`config.mk`:
```
export PLATFORM = sky130hd
export DESIGN_NAME = buffered_write_master_flat
export DESIGN_NICKNAME = d
export VERILOG_FILES = /design/src/rtl/buffered_write_master_if.sv /design/src/rtl/buffered_write_master.sv /design/src/flat_wrapper.sv
export SDC_FILE = /design/constraint.sdc
export NUM_CORES = 1
export LEC_CHECK = 0
export BUFFER_PORTS_ARGS = -buffer_cell sky130_fd_sc_hd__buf_2
export CAP_MARGIN = 30
export CORE_UTILIZATION = 46
export CTS_CLUSTER_SIZE = 14
export DETAILED_ROUTE_END_ITERATION = 12
export PLACE_DENSITY = 0.62
export SYNTH_ARGS = -nofsm -noshare
export SYNTH_HDL_FRONTEND = slang
export SYNTH_SLANG_ARGS = --single-unit
export TNS_END_PERCENT = 20
```
`constraint.sdc`:
```
create_clock -name clk -period 4.8 [get_ports clk]
set_input_delay 0.96 -clock clk [delete_from_list [all_inputs] [get_ports clk]]
set_output_delay 0.96 -clock clk [all_outputs]
set_load 0.05 [all_outputs]
```
`src/rtl/buffered_write_master_if.sv`:
```
// Signal bundle between the buffered write master, its controller/user logic and
// the Avalon-MM slave it writes into.
interface buffered_write_master_if #(
    parameter int DATAWIDTH      = 32,
    parameter int ADDRESSWIDTH   = 32,
    parameter int FIFODEPTH_LOG2 = 5
);
    logic                      control_fixed_location;
    logic [ADDRESSWIDTH-1:0]   control_write_base;
    logic [ADDRESSWIDTH-1:0]   control_write_length;
    logic                      control_go;
    logic                      control_done;

    logic                      user_write_buffer;
    logic [DATAWIDTH-1:0]      user_buffer_data;
    logic                      user_buffer_full;
    logic [FIFODEPTH_LOG2:0]   user_buffer_used;

    logic [ADDRESSWIDTH-1:0]   master_address;
    logic                      master_write;
    logic [DATAWIDTH/8-1:0]    master_byteenable;
    logic [DATAWIDTH-1:0]      master_writedata;
    logic                      master_waitrequest;

    modport master (
        input  control_fixed_location, control_write_base, control_write_length, control_go,
        input  user_write_buffer, user_buffer_data, master_waitrequest,
        output control_done, user_buffer_full, user_buffer_used,
        output master_address, master_write, master_byteenable, master_writedata
    );

    modport slave (
        output control_fixed_location, control_write_base, control_write_length, control_go,
        output user_write_buffer, user_buffer_data, master_waitrequest,
        input  control_done, user_buffer_full, user_buffer_used,
        input  master_address, master_write, master_byteenable, master_writedata
    );
endinterface

```
`src/rtl/buffered_write_master.sv`:
```
// Avalon-MM write master fed by a show-ahead FIFO: streams buffered words to
// consecutive (or one fixed) word address until the programmed byte length is written.
module buffered_write_master #(
    parameter int DATAWIDTH      = 32,
    parameter int ADDRESSWIDTH   = 32,
    parameter int FIFODEPTH      = 32,
    parameter int FIFODEPTH_LOG2 = 5
) (
    input  logic                     clk,
    input  logic                     reset_n,
    buffered_write_master_if.master  bus
);
    localparam logic [FIFODEPTH_LOG2:0]   DEPTH_CNT = (FIFODEPTH_LOG2+1)'(FIFODEPTH);
    localparam logic [FIFODEPTH_LOG2-1:0] LAST_PTR  = FIFODEPTH_LOG2'(FIFODEPTH - 1);
    localparam logic [ADDRESSWIDTH-1:0]   WORD_BYTES = ADDRESSWIDTH'(4);

    logic [DATAWIDTH-1:0]      fifo_mem [FIFODEPTH];
    logic [FIFODEPTH_LOG2-1:0] wr_ptr;
    logic [FIFODEPTH_LOG2-1:0] rd_ptr;
    logic [FIFODEPTH_LOG2:0]   used;
    logic [ADDRESSWIDTH-1:0]   address;
    logic [ADDRESSWIDTH-1:0]   length;
    logic                      fixed_d1;

    logic fifo_full;
    logic fifo_empty;
    logic push;
    logic accept;

    assign fifo_full  = (used == DEPTH_CNT);
    assign fifo_empty = (used == '0);
    assign push       = bus.user_write_buffer & ~fifo_full;
    assign accept     = bus.master_write & ~bus.master_waitrequest;

    // FIFO storage carries no reset; emptiness is defined purely by the counters
    always_ff @(posedge clk) begin
        if (push) begin
            fifo_mem[wr_ptr] <= bus.user_buffer_data;
        end
    end

    always_ff @(posedge clk or negedge reset_n) begin
        if (!reset_n) begin
            wr_ptr <= '0;
            rd_ptr <= '0;
            used   <= '0;
        end else begin
            if (push) begin
                wr_ptr <= (wr_ptr == LAST_PTR) ? '0 : wr_ptr + 1'b1;
            end
            if (accept) begin
                rd_ptr <= (rd_ptr == LAST_PTR) ? '0 : rd_ptr + 1'b1;
            end
            case ({push, accept})
                2'b10:   used <= used + 1'b1;
                2'b01:   used <= used - 1'b1;
                default: used <= used;
            endcase
        end
    end

    // A go pulse wins over a concurrent accept; the accepted word is still popped above
    always_ff @(posedge clk or negedge reset_n) begin
        if (!reset_n) begin
            address  <= '0;
            length   <= '0;
            fixed_d1 <= 1'b0;
        end else if (bus.control_go) begin
            address  <= bus.control_write_base;
            length   <= bus.control_write_length & ~ADDRESSWIDTH'(3);
            fixed_d1 <= bus.control_fixed_location;
        end else if (accept) begin
            length <= length - WORD_BYTES;
            if (!fixed_d1) begin
                address <= address + WORD_BYTES;
            end
        end
    end

    assign bus.master_write      = (length != '0) & ~fifo_empty;
    assign bus.master_address    = address;
    assign bus.master_byteenable = '1;
    assign bus.master_writedata  = fifo_mem[rd_ptr];
    assign bus.control_done      = (length == '0);
    assign bus.user_buffer_full  = fifo_full;
    assign bus.user_buffer_used  = used;
endmodule
```
`src/flat_wrapper.sv`:
```
// flat-port wrapper written by rule: the top's interface ports become plain ports
module buffered_write_master_flat 
#(
    parameter int DATAWIDTH      = 32,
    parameter int ADDRESSWIDTH   = 32,
    parameter int FIFODEPTH      = 32,
    parameter int FIFODEPTH_LOG2 = 5
)
  (clk, reset_n, bus_control_fixed_location, bus_control_write_base, bus_control_write_length, bus_control_go, bus_user_write_buffer, bus_user_buffer_data, bus_master_waitrequest, bus_control_done, bus_user_buffer_full, bus_user_buffer_used, bus_master_address, bus_master_write, bus_master_byteenable, bus_master_writedata);
  buffered_write_master_if #(.DATAWIDTH(DATAWIDTH), .ADDRESSWIDTH(ADDRESSWIDTH), .FIFODEPTH_LOG2(FIFODEPTH_LOG2)) bus_i ();
  input  logic clk;
  input  logic reset_n;
  input wire logic [$bits(bus_i.control_fixed_location)-1:0] bus_control_fixed_location;
  input wire logic [$bits(bus_i.control_write_base)-1:0] bus_control_write_base;
  input wire logic [$bits(bus_i.control_write_length)-1:0] bus_control_write_length;
  input wire logic [$bits(bus_i.control_go)-1:0] bus_control_go;
  input wire logic [$bits(bus_i.user_write_buffer)-1:0] bus_user_write_buffer;
  input wire logic [$bits(bus_i.user_buffer_data)-1:0] bus_user_buffer_data;
  input wire logic [$bits(bus_i.master_waitrequest)-1:0] bus_master_waitrequest;
  output wire logic [$bits(bus_i.control_done)-1:0] bus_control_done;
  output wire logic [$bits(bus_i.user_buffer_full)-1:0] bus_user_buffer_full;
  output wire logic [$bits(bus_i.user_buffer_used)-1:0] bus_user_buffer_used;
  output wire logic [$bits(bus_i.master_address)-1:0] bus_master_address;
  output wire logic [$bits(bus_i.master_write)-1:0] bus_master_write;
  output wire logic [$bits(bus_i.master_byteenable)-1:0] bus_master_byteenable;
  output wire logic [$bits(bus_i.master_writedata)-1:0] bus_master_writedata;
  assign bus_i.control_fixed_location = bus_control_fixed_location;
  assign bus_i.control_write_base = bus_control_write_base;
  assign bus_i.control_write_length = bus_control_write_length;
  assign bus_i.control_go = bus_control_go;
  assign bus_i.user_write_buffer = bus_user_write_buffer;
  assign bus_i.user_buffer_data = bus_user_buffer_data;
  assign bus_i.master_waitrequest = bus_master_waitrequest;
  assign bus_control_done = bus_i.control_done;
  assign bus_user_buffer_full = bus_i.user_buffer_full;
  assign bus_user_buffer_used = bus_i.user_buffer_used;
  assign bus_master_address = bus_i.master_address;
  assign bus_master_write = bus_i.master_write;
  assign bus_master_byteenable = bus_i.master_byteenable;
  assign bus_master_writedata = bus_i.master_writedata;
  buffered_write_master #(.DATAWIDTH(DATAWIDTH), .ADDRESSWIDTH(ADDRESSWIDTH), .FIFODEPTH(FIFODEPTH), .FIFODEPTH_LOG2(FIFODEPTH_LOG2)) u_core (.clk(clk), .reset_n(reset_n), .bus(bus_i));
endmodule
```
==> results of run 1 <==
flip-flops by register name, indices dropped and copies added (netlist names):
register	flops
u_core.fixed_d1	1
u_core.wr_ptr	5
u_core.length	30
u_core.rd_ptr	5
u_core.bus.user_buffer_used	6
u_core.fifo_mem	1024
u_core.bus.master_address	32
worst register-to-register path: cells and delay by family, from the launching register on:
family / cells / cell delay, ps
DFF: 1 / 410
and+or+nand+nor: 6 / 2520
adders and majority gates: 2 / 670
buffers and inverters: 1 / 150
xor gates and xnor gates: 1 / 140
AOI/OAI and AO/OA: 2 / 200
stage by stage:
stage	power, mW	setup WS (ps)	util
after CTS	29.0	118	0.538
final	28.7	196	0.538
after floorplan	17.9	1080	-
after global routing	29.8	71.5	0.538
after global placement	20.5	689	0.499
after detailed placement	20.6	711	0.500
kinds of logic (layout without fill, tap and decap cells):
group,after synthesis,after routing,synth area share
AO/OA/AOI/OAI,136,136,0.0204
AND/OR/NAND/NOR,322,322,0.0393
other,1,4,0.0000856
flip-flops,1103,1103,0.747
multiplexers,358,358,0.174
adder cells (fa/ha/maj),15,15,0.00446
XOR/XNOR,5,5,0.00100
buffers and inverters,137,458,0.0133
routing by layer:
layer | wire length [um] | share of wire
met4 | 2580 | 0.024
met5 | 0 | 0
met3 | 6270 | 0.059
met1 | 42800 | 0.40
met2 | 54100 | 0.51
where the power goes:
part	internal, mW	total, mW	switching (mW)
Combinational	3.74	8.62	4.87
Clock	4.90	8.47	3.57
Sequential	11.1	11.6	0.550
cells in the mapped netlist, types with 4 or more instances:
cell	n	share of area
edfxtp_1	1024	0.70
mux4_2	320	0.16
nor2_1	98	0.0084
dfrtp_1	79	0.045
clkbuf_1	75	0.0064
a31oi_1	45	0.0064
nand2_1	45	0.0039
or4_1	40	0.0069
mux2_2	37	0.0095
nand3_1	32	0.0037
buf_1	29	0.0025
o31ai_1	24	0.0041
o21ai_0	23	0.0026
or3_1	23	0.0033
inv_1	16	0.0014
ha_1	14	0.0040
nand4_1	14	0.0020
nor3_1	14	0.0016
and3_1	10	0.0014
nand3b_1	8	0.0014
o211ai_1	8	0.0014
o21ai_1	8	0.00091
a21oi_1	6	0.00069
nand2b_1	6	0.00086
buf_4	5	0.00086
buf_6	5	0.0013
nor4_1	5	0.00071
or2_2	5	0.00071
a21o_1	4	0.00069
buf_2	4	0.00046
o31a_1	4	0.00080
path summary, 6_finish.rpt:
check                                             startpoint                              to  slack (ps)  cells past startpoint
worst max-delay path                       u_core.length[13]                bus_control_done         200                      5
worst min-delay path                                 reset_n                u_core.length[6]         280                      1
worst max register to register             u_core.length[13]  u_core.bus.user_buffer_used[5]         630                     12
worst min register to register  u_core.bus.master_address[1]    u_core.bus.master_address[1]         510                      1
max in group asynchronous                            reset_n                u_core.wr_ptr[3]        3890                      2
min in group clk                bus_control_write_length[12]               u_core.length[12]         490                      3
area by class of cell:
class | count | area share
flip-flops and latches | 1103 | 0.650
clock inverters | 76 | 0.0138
repair buffers | 237 | 0.0343
inverters | 18 | 0.00144
multi-input cells | 840 | 0.213
clock buffers | 127 | 0.0567
well taps | 1254 | 0.0311
==> impl_metrics.csv, run 1 <==
group,metric,value,unit
sta,drv_slew,0,
global_routing,grt_use_met2,0.380,
synth,synth_edf_count,1024,
synth,seq_area_frac_synth,0.747,
floorplanning,fp.dieH,311,um
detailed_routing,drtPass1Iterations,6,
synth,synthArstFlopShare,0.0716,
global_routing,grt_busiest_layer,"met2",
sta,relSlewSlack,0.363,
sta,hold_viol_final,0,
clocking,cts_tree,"built",
setup_path,path_class,"register to output port",
sta,holdWs,281,ps
detailed_routing,vias_per_cell,6.03,
detailed_routing,antenna_left,0,
global_routing,grt_pass1_wl,155,mm
clocking,clockBufferDepth,3,
pwr,ir_drop,0.526,mV
finish,areaGrowthSynthToFinish,15.1,%
floorplanning,rows,112,
finish,final_area,0.0504,mm2
detailed_routing,routedWlPerCell,28.9,um
finish,drive_gt1_frac,0.335,
finish,seqCellArea,0.0327,mm2
sta,setup_tns,0,ps
clocking,clk_pin_slew,60,ps
placement,dp_hpwl,53.8,mm
clocking,worstSkewPairLatency,690,ps
global_routing,grt_overflow,0,
synth,syn_inst,2077,
global_routing,use_met3,0.0299,
sta,max_freq,0.217,GHz
placement,port_buffers,172,
global_routing,antenna_found_initial,8,
detailed_routing,vias,22026,
finish,final_cells,3655,
detailed_routing,drtIter0Drc,2483,
setup_path,crit_chain,"or4_1 -> or3_1 -> or4_1 -> clkinv_4 -> buf_2",
global_routing,met1_usage,0.298,
synth,synth_area,0.0438,mm2
finish,multi_input_area,0.0107,mm2
hold_path,min_path_type,"input pin to async pin",
floorplanning,dieArea,0.0965,mm2
setup_path,cpMostUsedCell,"or4_1",
setup_path,cp_max_fo,87,
finish,mostFrequentLayoutCell,"edfxtp_1",
setup_path,cp-start-kind,"register",
finish,filler_cell_count,7096,
synth,yosysWarnings,0,
sta,fin_crit_sh,0.959,
pwr,power.leakage,16.1,nW
setup_path,slowest_stage,"or4_1",
clocking,ctsHoldBuffers,0,
synth,ys_ff_latch,1103,
finish,layout_common_cells,"edfxtp_1, mux4_2, buf_2",
setup_path,cpPeakStageDelay,720,ps
synth,ys_types,61,
synth,synthFlopType,"edfxtp_1",
detailed_routing,remaining_drc_errors,0,
setup_path,crit_buf_inv,2,
global_routing,grt_pass1_vias,22617,
global_routing,grt_use_total,0.222,
clocking,cts_root_buf,"clkbuf_16",
clocking,cts_setup_buffers,0,
clocking,post_cts_resized,0,
clocking,htreeDepth,3,
setup_path,crit_path_end_kind,"output port",
global_routing,grt_max_degree,88,
setup_path,crit_arrival,3640,ps
floorplanning,fp.coreArea,0.0937,mm2
floorplanning,io_pins,179,
finish,layout.nets,2427,
floorplanning,initial_utilization,0.467,
placement,post_dp_cell_area,0.0469,mm2
detailed_routing,wirelength,106,mm
flow_run,cap_violations,0,
sta,grt_setup_unrepaired,"no",
sta,min_period,4600,ps
sta,tightestPinTransition,947,ps
setup_path,cp_data_required_time,3840,ps
pwr,power.density,570,mW/mm2
clocking,cts_inserted_buffers,110,
placement,place_congestion,0.825,
clocking,cts.sinks,1103,
synth,syn_avg_cell_area,21.1,um2
placement,placed_cells,3452,
run_status,status,"finished clean",
sta,setup_violations,0,
finish,n_antenna_cell,0,
floorplanning,die_x,311,um
setup_path,critical-path-top-delay-family,"simple AND/OR/NAND/NOR gates",
sta,fin_worst_skew,39.1,ps
(Power assumes the default switching activity.)
==> inputs of run 2 (changes only) <==
- CTS_BUF_LIST: not set -> sky130_fd_sc_hd__clkbuf_8
==> impl_metrics.csv, run 2 (synthesis gave the netlist of run 1 again) <==
group,metric,value,unit
run_status,status,"finished clean",
setup_path,cp_max_fo,87,
placement,port_buffers,172,
detailed_routing,antenna_left,0,
setup_path,crit_chain,"or4_1 -> or3_1 -> or4_1 -> clkinv_8 -> buf_2",
clocking,cts_tree,"built",
detailed_routing,drtIter0Drc,2146,
floorplanning,io_pins,179,
clocking,cts.sinks,1103,
finish,drive_gt1_frac,0.342,
finish,final_area,0.0500,mm2
floorplanning,fp.coreArea,0.0937,mm2
pwr,power.density,551,mW/mm2
detailed_routing,wirelength,106,mm
detailed_routing,top_layer_used,"met4",
detailed_routing,remaining_drc_errors,0,
clocking,ctsHoldBuffers,0,
sta,fin_worst_skew,28.8,ps
hold_path,min_path_type,"input pin to async pin",
setup_path,path_class,"register to output port",
setup_path,cp_data_required_time,3840,ps
detailed_routing,wl_met2,54.5,mm
global_routing,grt_overflow,0,
finish,layout_common_cells,"edfxtp_1, mux4_2, clkbuf_8",
sta,hold_viol_final,0,
floorplanning,dieArea,0.0965,mm2
detailed_routing,drtPass1Iterations,5,
finish,final_util,0.534,
detailed_routing,dr_wl_met3,6.83,mm
global_routing,grt_pass1_wl,156,mm
setup_path,crit_arrival,3670,ps
placement,dp_hpwl,53.8,mm
floorplanning,die_x,311,um
setup_path,cpPeakStageDelay,760,ps
sta,holdWs,125,ps
detailed_routing,vias,22330,
sta,relSlewSlack,0.346,
finish,largest_register_ffs,1024,
clocking,clockBufferDepth,3,
pwr,power.leakage,16.1,nW
pwr,p_int,18.5,mW
flow_run,cap_violations,0,
global_routing,grt_use_total,0.224,
finish,areaGrowthSynthToFinish,14.2,%
sta,min_period,4630,ps
pwr,seqPwrFrac,0.421,
finish,layout.nets,2493,
setup_path,cpMostUsedCell,"or4_1",
sta,grt_setup_unrepaired,"no",
sta,max_freq,0.216,GHz
finish,top_register,"u_core.fifo_mem",
detailed_routing,routedWlPerCell,28.3,um
clocking,worstSkewPairLatency,850,ps
clocking,clk_pin_slew,60,ps
setup_path,cp-start-kind,"register",
floorplanning,initial_utilization,0.467,
pwr,swShare,0.327,
clocking,cts_inserted_buffers,175,
setup_path,slowest_stage,"or4_1",
sta,fin_crit_sh,0.965,
pwr,netSwitchingPower,9.03,mW
clocking,cts_root_buf,"clkbuf_8",
sta,tightestPinTransition,973,ps
floorplanning,fp.dieH,311,um
setup_path,crit_buf_inv,2,
detailed_routing,met1Wirelength,42.4,mm
setup_path,critical-path-top-delay-family,"simple AND/OR/NAND/NOR gates",
sta,setup_tns,0,ps
sta,setup_violations,0,
placement,place_congestion,0.825,
global_routing,grt_max_degree,88,
pwr,pwr-share-comb,0.314,
global_routing,grt_pass1_vias,23138,
global_routing,antenna_found_initial,7,
floorplanning,rows,112,
pwr,power_frac_clock,0.265,
pwr,ir_drop,0.635,mV
clocking,htreeDepth,4,
sta,drv_slew,0,
detailed_routing,vias_per_cell,5.95,
setup_path,crit_path_end_kind,"output port",
finish,mostFrequentLayoutCell,"edfxtp_1",
placement,post_dp_cell_area,0.0469,mm2
[run 2: cell types whose count changed in the layout (fill, tap and decap cells not counted), moves of 8 or more]
| cell | previous run | this run |
|---|---|---|
| bufinv_16 | 12 | 4 |
| clkbuf_1 | 15 | 0 |
| clkbuf_16 | 112 | 0 |
| clkbuf_8 | 0 | 180 |
| clkinv_1 | 28 | 40 |
| clkinv_2 | 27 | 11 |
| inv_1 | 16 | 68 |
[run 2: what timing repair did]
| item | in CTS | in global routing |
|---|---|---|
| cloned | 0 | 0 |
| resized for setup | 0 | 3 |
| buffers inserted | 1 | 0 |
| pin swaps | 0 | 0 |
| setup endpoints to repair | 2 | 2 |
[run 2: area by class of cell]
type	instances	area, um2
fill	7200	43700
sequential	1103	32700
multi-input combinational	840	10700
clock buffer	180	2480
timing repair buffer	238	1740
tap	1254	1570
clock inverter	120	676
inverter	18	80.1
antenna	3	7.51
[run 2: stage by stage]
stage,std cells,total power [mW],worst slack [ps]
finish,3756,27.6,167
detailed placement,3452,20.6,711
floorplan,2080,17.9,1080
global placement,3450,20.5,689
global route,3756,28.7,23.6
CTS,3753,27.9,10.1
[run 2: routing by layer]
layer,vias up,track usage
met5,-,0
met4,0,0.0735
met3,176,0.0419
met2,895,0.379
met1,11862,0.294
li1,9397,-
[run 2: path summary, 6_finish.rpt]
kind | from | end | slack [ps] | cells past startpoint
max | u_core.length[13] | bus_control_done | 170 | 5
min | reset_n | u_core.length[13] | 120 | 1
max reg2reg | u_core.length[13] | u_core.bus.user_buffer_used[5] | 560 | 12
min reg2reg | u_core.bus.master_address[1] | u_core.bus.master_address[1] | 510 | 1
max in group asynchronous | reset_n | u_core.wr_ptr[2] | 4050 | 2
min in group clk | bus_control_write_length[12] | u_core.length[12] | 340 | 3
[run 2: power by group through the flow]
| stage | clock network (mW) | registers [mW] | logic, mW |
|---|---|---|---|
| after floorplan | 0 | 11.6 | 6.25 |
| after global placement | 0 | 11.8 | 8.69 |
| after detailed placement | 0 | 11.8 | 8.77 |
| after CTS | 7.47 | 11.6 | 8.83 |
| after global routing | 7.86 | 11.7 | 9.18 |
| final | 7.30 | 11.6 | 8.66 |
